==> src/rtl/math_pkg.sv <==
// Shared floating-point helpers for the math stages: result class flags and
// a width-agnostic IEEE-754 classifier.
package math_pkg;

  localparam int FP32_EXP_W = 8;
  localparam int FP32_MAN_W = 23;
  localparam int FP64_EXP_W = 11;
  localparam int FP64_MAN_W = 52;

  typedef struct packed {
    logic nan;
    logic pinf;
    logic ninf;
    logic zero;
    logic subn;
  } fp_flags_t;

  // bits holds the operand right-aligned; fields beyond exp_w+man_w+1 are ignored.
  function automatic fp_flags_t fp_classify(input logic [63:0] bits,
                                            input int exp_w,
                                            input int man_w);
    fp_flags_t f;
    logic      e_ones;
    logic      e_zero;
    logic      m_zero;
    logic      sgn;
    e_ones = 1'b1;
    e_zero = 1'b1;
    m_zero = 1'b1;
    for (int i = 0; i < 64; i++) begin
      if (i < man_w) begin
        m_zero = m_zero & ~bits[i];
      end else if (i < man_w + exp_w) begin
        e_ones = e_ones & bits[i];
        e_zero = e_zero & ~bits[i];
      end
    end
    sgn    = bits[man_w + exp_w];
    f      = '0;
    f.nan  = e_ones & ~m_zero;
    f.pinf = e_ones & m_zero & ~sgn;
    f.ninf = e_ones & m_zero & sgn;
    f.zero = e_zero & m_zero;
    f.subn = e_zero & ~m_zero;
    return f;
  endfunction

endpackage

==> src/rtl/math_fp_classify.sv <==
// Combinational IEEE-754 classifier for binary32/binary64 operands.
module math_fp_classify
  import math_pkg::*;
#(
  parameter int WIDTH = 32
) (
  input  logic [WIDTH-1:0] data_i,
  output fp_flags_t        flags_o
);

  localparam int EXP_W = (WIDTH == 64) ? FP64_EXP_W : FP32_EXP_W;
  localparam int MAN_W = (WIDTH == 64) ? FP64_MAN_W : FP32_MAN_W;

  logic [63:0] bits_ext;

  assign bits_ext = 64'(data_i);
  assign flags_o  = fp_classify(bits_ext, EXP_W, MAN_W);

endmodule

==> src/rtl/math_fp_result_buffer.sv <==
// Two-entry registered skid FIFO behind the combinational math units; tags
// each beat with its FP class and accumulates sticky exception flags.
module math_fp_result_buffer
  import math_pkg::*;
#(
  parameter int WIDTH = 32
) (
  input  logic             clk_i,
  input  logic             rst_n_i,
  input  logic             in_valid_i,
  output logic             in_ready_o,
  input  logic [WIDTH-1:0] in_data_i,
  output logic             out_valid_o,
  input  logic             out_ready_i,
  output logic [WIDTH-1:0] out_data_o,
  output logic [4:0]       out_flags_o,
  output logic [4:0]       sticky_flags_o,
  input  logic             sticky_clr_i
);

  if (WIDTH != 32 && WIDTH != 64) begin : g_width_check
    $fatal(1, "math_fp_result_buffer: WIDTH must be 32 or 64");
  end

  logic [WIDTH-1:0] data_q [2];
  fp_flags_t        flags_q [2];
  logic             rd_ptr_q, rd_ptr_d;
  logic             wr_ptr_q, wr_ptr_d;
  logic [1:0]       count_q, count_d;
  fp_flags_t        sticky_q, sticky_d;
  fp_flags_t        in_flags;
  logic             push, pop;

  math_fp_classify #(.WIDTH(WIDTH)) u_classify (
    .data_i  (in_data_i),
    .flags_o (in_flags)
  );

  // in_ready depends only on registered count, keeping out_ready off the upstream path
  assign in_ready_o     = rst_n_i && (count_q != 2'd2);
  assign out_valid_o    = (count_q != 2'd0);
  assign out_data_o     = data_q[rd_ptr_q];
  assign out_flags_o    = flags_q[rd_ptr_q];
  assign sticky_flags_o = sticky_q;

  assign push = in_valid_i && in_ready_o;
  assign pop  = out_valid_o && out_ready_i;

  always_comb begin
    rd_ptr_d = rd_ptr_q;
    wr_ptr_d = wr_ptr_q;
    count_d  = count_q;
    if (push) wr_ptr_d = ~wr_ptr_q;
    if (pop)  rd_ptr_d = ~rd_ptr_q;
    case ({push, pop})
      2'b10:   count_d = count_q + 2'd1;
      2'b01:   count_d = count_q - 2'd1;
      default: count_d = count_q;
    endcase
    // a pop in the clear cycle still lands in the sticky register
    sticky_d = (sticky_clr_i ? fp_flags_t'('0) : sticky_q)
             | (pop ? flags_q[rd_ptr_q] : fp_flags_t'('0));
  end

  always_ff @(posedge clk_i) begin
    if (!rst_n_i) begin
      rd_ptr_q <= 1'b0;
      wr_ptr_q <= 1'b0;
      count_q  <= 2'd0;
      sticky_q <= '0;
    end else begin
      rd_ptr_q <= rd_ptr_d;
      wr_ptr_q <= wr_ptr_d;
      count_q  <= count_d;
      sticky_q <= sticky_d;
    end
  end

  always_ff @(posedge clk_i) begin
    if (push) begin
      data_q[wr_ptr_q]  <= in_data_i;
      flags_q[wr_ptr_q] <= in_flags;
    end
  end

endmodule

==> config.mk <==
export PLATFORM = sky130hd
export DESIGN_NAME = math_fp_result_buffer
export DESIGN_NICKNAME = d
export VERILOG_FILES = /design/src/rtl/math_pkg.sv /design/src/rtl/math_fp_classify.sv /design/src/rtl/math_fp_result_buffer.sv
export SDC_FILE = /design/constraint.sdc
export NUM_CORES = 1
export LEC_CHECK = 0
export ABC_CLOCK_PERIOD_IN_PS = 7000
export BUFFER_PORTS_ARGS = -buffer_cell sky130_fd_sc_hd__buf_2
export CAP_MARGIN = 0
export CORE_ASPECT_RATIO = 1.5
export CORE_MARGIN = 3
export CORE_UTILIZATION = 56
export DETAILED_ROUTE_END_ITERATION = 7
export GPL_TIMING_DRIVEN = 0
export PLACE_DENSITY = 0.87
export SETUP_SLACK_MARGIN = 0.4
export SYNTH_ARGS = -nofsm -noshare
export SYNTH_HDL_FRONTEND = slang
export SYNTH_SLANG_ARGS = --single-unit
==> constraint.sdc <==
create_clock -name clk_i -period 7 [get_ports clk_i]
set_clock_uncertainty 0.05 [all_clocks]
set_input_delay 0.35 -clock clk_i [delete_from_list [all_inputs] [get_ports clk_i]]
set_output_delay 0.35 -clock clk_i [all_outputs]
set_load 0.01 [all_outputs]
# == Word-level counts from Yosys, hierarchy flattened ==
# Memory sizes are Yosys's and may differ from the RTL's. A register that Yosys moved wholly into a read port is not among the register bits.
# Cells that the tools add are included.
# op_classes
addsub,2
multipliers,0
div,0
order_cmp,0
eq_ne,3
shift,0
n_mux,9
n_bitwise,78
reduce_logical,5
# op_table
op,count
AND 1 bit,42
inverter 1 bit,35
two-way mux 5 bit,2
two-way mux 1 bit,6
bitwise OR 5 bit,1
case mux 2 bit (2 select lines),1
nonzero test 2 bit,2
logical AND 1 bit,3
adder 2 x 1 -> 2 bit (second input constant),1
== test 2 x 1 -> 1 bit (second input constant),1
== test 2 bit (second input constant),1
!= test 2 bit (second input constant),1
subtractor 2 x 1 -> 2 bit (second input constant),1
# totals
register_bits,9
latchBits,0
mem_bits_rw,74
mem_bits_ro,0
in_bits,37
output_inout_bits,44
elab_cells,107
mem_count,2
# memory_table
memory,words,width,read_ports,rd_ports_with_merged_regs,wr,line,text
data_q,2,32,1,1,1,math_fp_result_buffer.sv:25,logic [WIDTH-1:0] data_q [2];
flags_q,2,5,1,1,1,math_fp_result_buffer.sv:26,fp_flags_t flags_q [2];

# == Logic depth before layout (Yosys ltp) ==
# Gate-level depths: netlist of run 1.
# depth
ltp_word,25
depth_mapped,6
mapped_depth_nobuf,6

# == Cells and area by module ==
# From an unflattened synthesis of run 1, not the netlist that was laid out.
# unflattened
cells_unflattened,184
area_unflattened_um2,3241.9
# by_module_without_submodules
mod,instances,cells_each,area_each_um2,seq_area_each_um2
math_fp_result_buffer,1,162,3094.2,2422.3
math_fp_classify,1,22,147.6,0.0

# == Worst setup path after synthesis of run 1 ==
# No wires, ideal clock.
# synth_path
path_kind,reg2reg
start,reg count_q[0]
end,mem data_q[1][0] (enable)
setup_time_ps,431
arrival_time_ps,2213
required_time_ps,6519
slack_ps,4306
path_stages_with_launch,4
n_path_buf,0
synth_period_minus_slack_ps,2694
path_cell_list,dfxtp_1 > nand2b_1 > nand3_1 > nor2_1
# synth_between
elab_chain_len,5
# synth_rtl
element,line,text
"start, declared",math_fp_result_buffer.sv:29,"logic [1:0] count_q, count_d;"
"start signal, assigned",math_fp_result_buffer.sv:74,count_q <= count_d;
!= test 2 bit,math_fp_result_buffer.sv:40,assign in_ready_o = rst_n_i && (count_q != 2'd2);
logical AND 1 bit,math_fp_result_buffer.sv:40,
logical AND 1 bit,math_fp_result_buffer.sv:46,assign push = in_valid_i && in_ready_o;
two-way mux 1 bit,math_fp_result_buffer.sv:80,if (push) begin
two-way mux 1 bit (implied by the code),math_fp_result_buffer.sv:81,data_q[wr_ptr_q] <= in_data_i;
"end, declared",math_fp_result_buffer.sv:25,
# Every way passes these cells.

==> results of run 1 <==
[area by class of cell]
type | count | area [um^2]
Sequential cell | 84 | 2420
Fill cell | 405 | 1600
Multi-Input combinational cell | 92 | 767
Timing Repair Buffer | 81 | 428
Clock buffer | 11 | 131
Tap cell | 70 | 87.6
Clock inverter | 5 | 52.6
Buffer | 5 | 23.8
Inverter | 5 | 18.8
[report_power, final]
| group | internal (W) | switching [W] |
|---|---|---|
| logic | 0.000143 | 0.000155 |
| clock network | 0.000163 | 0.000159 |
| registers | 0.000587 | 0.0000135 |
| total | 0.000892 | 0.000328 |
[registers in the layout, summed over array words and instances, names as in the netlist, named ones only]
register	flops
count_q	2
rd_ptr_q	1
data_q	64
wr_ptr_q	1
sticky_flags_o	5
flags_q	10
[layout by cell type, fill, tap and decap left out, types with 4 or more instances in the layout]
cell type and n:
nor4_1 6, a21oi_1 9, clkbuf_8 9, dfxtp_1 10
nand2b_1 6, edfxtp_1 74, nand4_1 4, mux2_2 37
buf_2 84, nand3_1 6
[critical path, stage by stage (launching register included)]
cell and delay (ps):
dfxtp_1 310, buf_2 210, buf_2 290, mux2_2 370, buf_2 140
[final timing paths]
kind,from,to,slack (ps),cells past startpoint
setup / recovery,flip-flop,out_data_o[24],4930,4
hold / removal,in_data_i[12],data_q[1][12],160,1
setup reg to reg,count_q[0],data_q[1][0],5150,4
hold reg to reg,sticky_flags_o[2],sticky_flags_o[2],420,2
[metrics by stage]
step / cell area [um^2] / hold slack, ps
2_1_floorplan: 3220 / 399
3_3_place_gp: 3710 / 405
3_5_place_dp: 3750 / 413
4_1_cts: 3930 / 147
5_1_grt: 3930 / 144
6_report: 3930 / 163
[cells by family after synthesis]
logic type | count (synthesis)
AOI/OAI and AO/OA | 12
xor gates and xnor gates | 3
adders and majority gates | 1
buffers and inverters | 10
DFF | 84
muxes | 37
and+or+nand+nor | 39
[per-layer routing]
layer / vias up / part of all wire (%)
li1: 903 / -
met1: 910 / 37
met2: 69 / 55
met3: 5 / 5.7
met4: 0 / 1.4
met5: - / 0
==> out/metrics.yaml, run 1 <==
synthesis:
  synthSimpleGateAreaFrac_pct: 7.45
  yosysMostFrequentCell: "edfxtp_1"
  synth_compound_area_share_pct: 1.98
  yosys-top-cells-count: "edfxtp_1, mux2_2, dfxtp_1, a21oi_1"
  synth_cells: 186
  ys.flop_type: "edfxtp_1"
  syn_avg_cell_area_um2: 17.3
  synthMuxAreaShare_pct: 12.9
  synth.yosys.warnings: 0
  synth_edf_count: 74
  synth_top_area_share_pct: 68.9
  synth_fa_ha_area_share_pct: 0.388
  synthArstFlopShare_pct: 0
  synth_fp_nets: 224
  synth_xor_area_share_pct: 0.815
  netlist_area_um2: 3220
  yosys_register_bits: 84
  synth.distinct_cells: 25
  synth_top_family_by_area: "multiplexers"
  synth_area_leaders: "edfxtp_1, mux2_2, dfxtp_1, a21oi_1, nand2b_1"
  yosysTopAreaCell: "edfxtp_1"
  yosysSeqAreaShare_pct: 75.1
timing:
  drv_slew: 0
  hold_violations: 0
  period_needed_ps: 2070
  fin_crit_sh_pct: 29.5
  clock.fmax_mhz: 484
  tightest_slew_ps: 808
  fin_setup_tns_ps: 0
  worst_slack_ps: 4930
  rsz0062_at_grt: "false"
  finalSetupViolations: 0
  slew_headroom_pct: 46.1
cts:
  cts_max_path_buffers: 2
  cts_made_buffers: 9
  cts_resized: 0
  clk_latency_ps: 340
  clockRootBuffer: "clkbuf_8"
  h-tree-depth: 3
  postCtsHoldBufs: 0
  cts_tree: "done"
  clk_pin_slew_ps: 80
  post_cts_buffers: 0
  cts_sinks: 84
detailed_routing:
  drcViolationCount: 0
  drt_first_iter_violations: 123
  vias: 1887
  wl_per_cell_um: 16.0
  vias_per_cell: 5.35
  drt_pass1_iterations: 4
  ant_nets: 0
  wl_um: 5660
setup_path:
  crit_type: "reg -> out"
  cp-start-kind: "flip-flop"
  critPathMaxFanout: 10
  cp-end-kind: "output pin"
  arrival_ps: 1670
  required_ps: 6600
power_and_ir_drop:
  powerDensity_nw_per_um2: 310
  p_leak_nw: 1.45
  max-vdd-ir-drop_v: 0.000177
  totalPowerFinal_w: 0.00122
floorplanning:
  die_h_um: 98.9
  die_area_um2: 6720
  start_util_pct: 58.3
  rows: 33
  io-pin-count: 81
  die_w_um: 68.0
  design.core.area_um2: 5530
global_routing:
  globalRouteOverflowTotal: 0
  grt_max_degree: 38
  grt_pass1_vias: 1959
  grt_antenna_before_repair: 0
  grt_busiest_layer: "met2"
  grt_use_met1_pct: 20.4
  grt_use_met3_pct: 5.02
  grt_use_total_pct: 18.2
  grt_pass1_wl_um: 8910
  grt_use_met2_pct: 31.6
worst_hold_path:
  min-delay-path-class: "in -> reg"
cells_and_area:
  area_delta_synth_final_pct: 21.9
  drive_gt1_share_pct: 50.2
  layout.nets: 316
  diodes: 0
  stdcell_count: 353
  fin_util_pct: 71.1
placed_design:
  pre_cts_ws_ps: 5160
  port_buffers: 80
  post-place-cells: 337
  dp_hpwl_um: 4050
  place_congestion: 0.699
job:
  cap_violations: 0
outcome:
  status: "finished, final reports clean"
No activity file was read; power rests on OpenSTA's default activity.
==> run 2: changes to the inputs <==
- ABC_CLOCK_PERIOD_IN_PS: 7000 -> 1700
- CORE_UTILIZATION: 56 -> 47
- PLACE_DENSITY: 0.87 -> 0.79
- clock period: 7 -> 1.7 ns (I/O delays scaled with it)
==> out/metrics.yaml, run 2 (synthesized netlist as in run 1, its figures left out) <==
outcome:
  status: "finished, final reports clean"
detailed_routing:
  vias_per_cell: 5.23  # -2.2%
  drcViolationCount: 0  # unchanged
  ant_nets: 0  # unchanged
  wl_um: 8210  # +45%
  wl_per_cell_um: 19.5  # +22%
  drt_pass1_iterations: 4  # unchanged
  drt_first_iter_violations: 94  # -24%
  vias: 2200  # +17%
cts:
  cts_made_buffers: 9  # unchanged
  cts_tree: "done"
  clk_latency_ps: 350  # about the same
  h-tree-depth: 3  # unchanged
  cts_sinks: 84  # unchanged
  cts_max_path_buffers: 2  # unchanged
  clockRootBuffer: "clkbuf_8"
  clk_pin_slew_ps: 70  # about the same
floorplanning:
  die_w_um: 73.6  # +8.3%
  rows: 36  # +9.1%
  start_util_pct: 49.0  # -9.2 points
  die_h_um: 107  # +8.6%
  io-pin-count: 81  # unchanged
  design.core.area_um2: 6580  # +19%
  die_area_um2: 7910  # +18%
placed_design:
  place_congestion: 0.708  # +1.3%
  port_buffers: 80  # unchanged
  pre_cts_ws_ps: -283  # -5440 ps
  post-place-cells: 342  # +1.5%
  placed_cell_area_um2: 3750  # +0.13%
  dp_hpwl_um: 4050  # about the same
timing:
  rsz0062_at_grt: "true"
  fin_crit_sh_pct: 92.5
  finalSetupViolations: 0  # unchanged
  clock.fmax_mhz: 636
  period_needed_ps: 1570
  hold_violations: 0  # unchanged
  tightest_slew_ps: 431  # -377 ps
  whs_ps: 73.6  # -89.4 ps
  drv_slew: 0  # unchanged
  slew_headroom_pct: 71.0  # +25 points
  worst_slack_ps: 128  # -4810 ps
worst_hold_path:
  min-delay-path-class: "in -> reg"
cells_and_area:
  finalInstanceArea_um2: 5180  # +32%
  diodes: 0  # unchanged
  final_common_cell: "edfxtp_1"
  regMostFlops: "data_q"
  drive_gt1_share_pct: 51.9  # +1.7 points
  largest_register_ffs: 64  # unchanged
  area_delta_synth_final_pct: 60.7
  layout.nets: 378  # +20%
  stdcell_count: 421  # +19%
  nFillCells: 363  # -10%
  seq_area_um2: 2430  # +0.36%
  layout_common_cells: "edfxtp_1, buf_6, buf_2, mux2_4, dlygate4sd3_1"
  multi_input_area_um2: 958  # +25%
setup_path:
  critPathMaxFanout: 8  # -2
  cpMaxStageDelayCell: "dfxtp_2"
  cp-end-kind: "output pin"
  arrival_ps: 1440  # -230 ps
  crit_type: "reg -> out"
  required_ps: 1560  # -5040 ps
  cp-start-kind: "flip-flop"
  crit_chain: "buf_12, clkbuf_16, mux2_4, buf_6"
  cp_slowest_stage_delay_ps: 360  # about the same
power_and_ir_drop:
  max-vdd-ir-drop_v: 0.000863  # +390%
  powerDensity_nw_per_um2: 1230  # +300%
  p_leak_nw: 2.02  # +39%
job:
  cap_violations: 0  # unchanged
global_routing:
  grt_antenna_before_repair: 0  # unchanged
  grt_use_met1_pct: 20.0  # -0.40 points
  grt_busiest_layer: "met2"
  globalRouteOverflowTotal: 0  # unchanged
  grt_use_met2_pct: 37.6  # +6.1 points
  grt_use_met3_pct: 4.58  # -0.44 points
  grt_max_degree: 20  # -47%
  grt_pass1_wl_um: 11300  # +27%
  grt_use_total_pct: 19.9  # +1.7 points
  grt_pass1_vias: 2308  # +18%
run 2: power by group:
| part | switching (W) | total [W] | internal (W) | leakage [nW] |
|---|---|---|---|---|
| Combinational | 0.000965 | 0.00250 | 0.00153 | 1.15 |
| Sequential | 0.0000866 | 0.00252 | 0.00243 | 0.769 |
| Clock | 0.000650 | 0.00137 | 0.000721 | 0.0947 |
run 2: metrics by stage:
step | setup TNS, ps | power [W] | utilization, %
floorplan | 0 | 0.00334 | -
global placement | -16330 | 0.00376 | 57.1
detailed placement | -18880 | 0.00379 | 57.1
CTS | 0 | 0.00574 | 72.7
global route | 0 | 0.00663 | 78.8
finish | 0 | 0.00638 | 78.8
run 2: area by class of cell:
cell class                      instances  share of cell area (%)
Timing Repair inverter                  1                   0.145
Clock inverter                          2                   0.676
Sequential cell                        84                    46.9
Buffer                                  5                    1.55
Multi-Input combinational cell         93                    18.5
Clock buffer                           14                    2.95
Inverter                                5                   0.435
Tap cell                               76                    1.83
Timing Repair Buffer                  141                    27.0
run 2: metal layers:
layer  vias to the layer above  wire [um]
li1                       1039          -
met1                      1079       2840
met2                        72       4890
met3                        10        356
met4                         0        123
met5                         -          0
run 2: worst paths after layout:
| path | to | from | depth (start not counted) | slack, ps |
|---|---|---|---|---|
| worst max-delay path | out_data_o[16] | flip-flop | 4 | 130 |
| worst min-delay path | wr_ptr_q | in_valid_i | 3 | 70 |
| worst max register to register | data_q[0][16] | count_q[0] | 7 | 140 |
| worst min register to register | sticky_flags_o[4] | sticky_flags_o[4] | 2 | 430 |
run 2: critical path, delay by kind of cell, from the launching register on:
kind                   cells  cell delay, ps
buffers and inverters      3             430
DFF                        1             360
muxes                      1             310
run 2: what timing repair did:
item / in CTS / in global routing
endpoints found under the hold margin: 68 / 0
gates resized for setup: 52 / 68
setup buffers: 19 / 0
gates cloned: 6 / 3
hold buffers: 35 / 0
pin swaps: 5 / 3
endpoints found under the setup margin: 114 / 115
==> run 3: changes to the inputs <==
- CAP_MARGIN: 0 -> unset
- CORE_MARGIN: 3 -> unset
==> out/metrics.yaml, run 3 (synthesized netlist as in run 1, its figures left out) <==
timing:
  finalSetupViolations: 0  # unchanged
  fin_crit_sh_pct: 94.2  # +1.7 points
  period_needed_ps: 1600  # +29.1 ps
  tightest_slew_ps: 422  # -8.93 ps
  rsz0062_at_grt: "true"
  worst_slack_ps: 99.1  # -29.1 ps
  drv_slew: 0  # unchanged
  whs_ps: 61.0  # -12.6 ps
  hold_violations: 0  # unchanged
  slew_headroom_pct: 71.6  # +0.60 points
  clock.fmax_mhz: 625  # -1.8%
cts:
  cts_max_path_buffers: 2  # unchanged
  clk_latency_ps: 350  # about the same
  clockRootBuffer: "clkbuf_8"
  cts_made_buffers: 9  # unchanged
  cts_tree: "done"
  clk_pin_slew_ps: 70  # about the same
  h-tree-depth: 3  # unchanged
  cts_sinks: 84  # unchanged
detailed_routing:
  wl_um: 7990  # -2.7%
  wl_per_cell_um: 18.9  # -3.0%
  vias: 2202  # +0.091%
  drt_first_iter_violations: 85  # -9.6%
  ant_nets: 0  # unchanged
  drcViolationCount: 0  # unchanged
  vias_per_cell: 5.22  # -0.15%
  drt_pass1_iterations: 4  # unchanged
cells_and_area:
  diodes: 0  # unchanged
  layout_common_cells: "edfxtp_1, buf_6, buf_2, dlygate4sd3_1, mux2_4"
  drive_gt1_share_pct: 52.0  # +0.14 points
  layout.nets: 379  # +0.26%
  regMostFlops: "data_q"
  area_delta_synth_final_pct: 60.1
  final_common_cell: "edfxtp_1"
  largest_register_ffs: 64  # unchanged
  finalInstanceArea_um2: 5160  # -0.39%
setup_path:
  cp-end-kind: "output pin"
  cp-start-kind: "flip-flop"
  critPathMaxFanout: 4  # -4
  r2r-start: "count_q[0]"
  required_ps: 1560  # about the same
  arrival_ps: 1470  # +30 ps
  crit_type: "reg -> out"
placed_design:
  dp_hpwl_um: 3930  # -3.0%
  place_congestion: 0.708  # about the same
  pre_cts_ws_ps: -304  # -21.6 ps
  placed_cell_area_um2: 3750  # unchanged
  port_buffers: 80  # unchanged
worst_hold_path:
  min-delay-path-class: "in -> reg"
  min_from: "in_valid_i"
power_and_ir_drop:
  max-vdd-ir-drop_v: 0.000849  # -1.6%
  comb_power_share_pct: 39.5  # +0.4 points
  p_leak_nw: 2.00  # -1.1%
  pwr-share-clk_pct: 21.0  # -0.5 points
  switching_share_pct: 27.0  # +0.32 points
  powerDensity_nw_per_um2: 1240  # +0.36%
  p_sw_w: 0.00172  # +1.2%
  seq_power_share_pct: 39.5  # about the same
  p_int_w: 0.00466  # -0.47%
floorplanning:
  rows: 36  # unchanged
  start_util_pct: 49.0  # unchanged
  die_area_um2: 7200  # -9.0%
  die_h_um: 103  # -3.7%
  io-pin-count: 81  # unchanged
  die_w_um: 69.6  # -5.4%
  design.core.area_um2: 6580  # unchanged
job:
  cap_violations: 0  # unchanged
global_routing:
  grt_busiest_layer: "met2"
  grt_max_degree: 20  # unchanged
  grt_pass1_vias: 2168  # -6.1%
  grt_use_total_pct: 20.1  # +0.25 points
  grt_use_met1_pct: 21.0  # +0.95 points
  grt_antenna_before_repair: 0  # unchanged
  grt_pass1_wl_um: 10600  # -6.4%
  grt_use_met2_pct: 38.2  # +0.61 points
  grt_use_met3_pct: 4.26  # -0.32 points
  globalRouteOverflowTotal: 0  # unchanged
outcome:
  status: "finished, final reports clean"
[run 3: cell count changes in the layout (fill, tap and decap cells not counted), sizes merged]
cell         previous run  this run
buf                   108       106
clkbuf                 17        19
dlygate4sd3            35        36
[run 3: cell type report]
type,instances,area [um^2]
flip-flops and latches,84,2430
well taps,76,95.1
clock inverters,2,35.0
repair inverters,1,7.51
plain buffers,5,85.1
repair buffers,142,1390
clock buffers,14,143
inverters,5,22.5
fillers,358,1410
multi-input cells,93,951
[run 3: worst paths after layout]
kind                             to  slack (ps)  cells past startpoint
hold reg to reg   sticky_flags_o[1]         430                      2
hold / removal             wr_ptr_q          60                      3
setup reg to reg      data_q[0][17]         220                      6
setup / recovery     out_data_o[31]         100                      5
[run 3: critical path, cell delays in order, from the launching register on]
cell and delay (ps):
dfxtp_4 360, buf_6 110, buf_6 120, buf_6 110
mux2_4 290, buf_6 120
[run 3: what timing repair did]
| action | CTS | global route |
|---|---|---|
| hold endpoints to repair | 67 | 0 |
| pin swaps | 8 | 3 |
| gates cloned | 4 | 5 |
| hold buffers | 36 | 0 |
| gates resized for setup | 42 | 77 |
| setup buffers | 18 | 1 |
| endpoints found under the setup margin | 115 | 115 |
[run 3: power groups by stage]
stage / sequential, W / combinational [W] / clock [W]
final: 0.00252 / 0.00252 / 0.00134
after global routing: 0.00254 / 0.00265 / 0.00142
after CTS: 0.00250 / 0.00180 / 0.00135
after floorplan: 0.00252 / 0.000818 / 0
after detailed placement: 0.00253 / 0.00127 / 0
after global placement: 0.00252 / 0.00124 / 0
[run 3: stage by stage]
step                      power [W]  std cells  util [%]  TNS [ps]
final                       0.00638        422      78.5         0
after global routing        0.00660        422      78.5         0
after CTS                   0.00566        416      70.8         0
after detailed placement    0.00380        342      57.1    -19500
after global placement      0.00376        342      57.1    -17190
after floorplan             0.00334        186         -         0
[run 3: layer usage]
metal | share of wire, % | vias to the layer above
met5 | 0 | -
li1 | - | 1034
met2 | 56 | 71
met4 | 3.0 | 0
met1 | 37 | 1079
met3 | 3.7 | 18
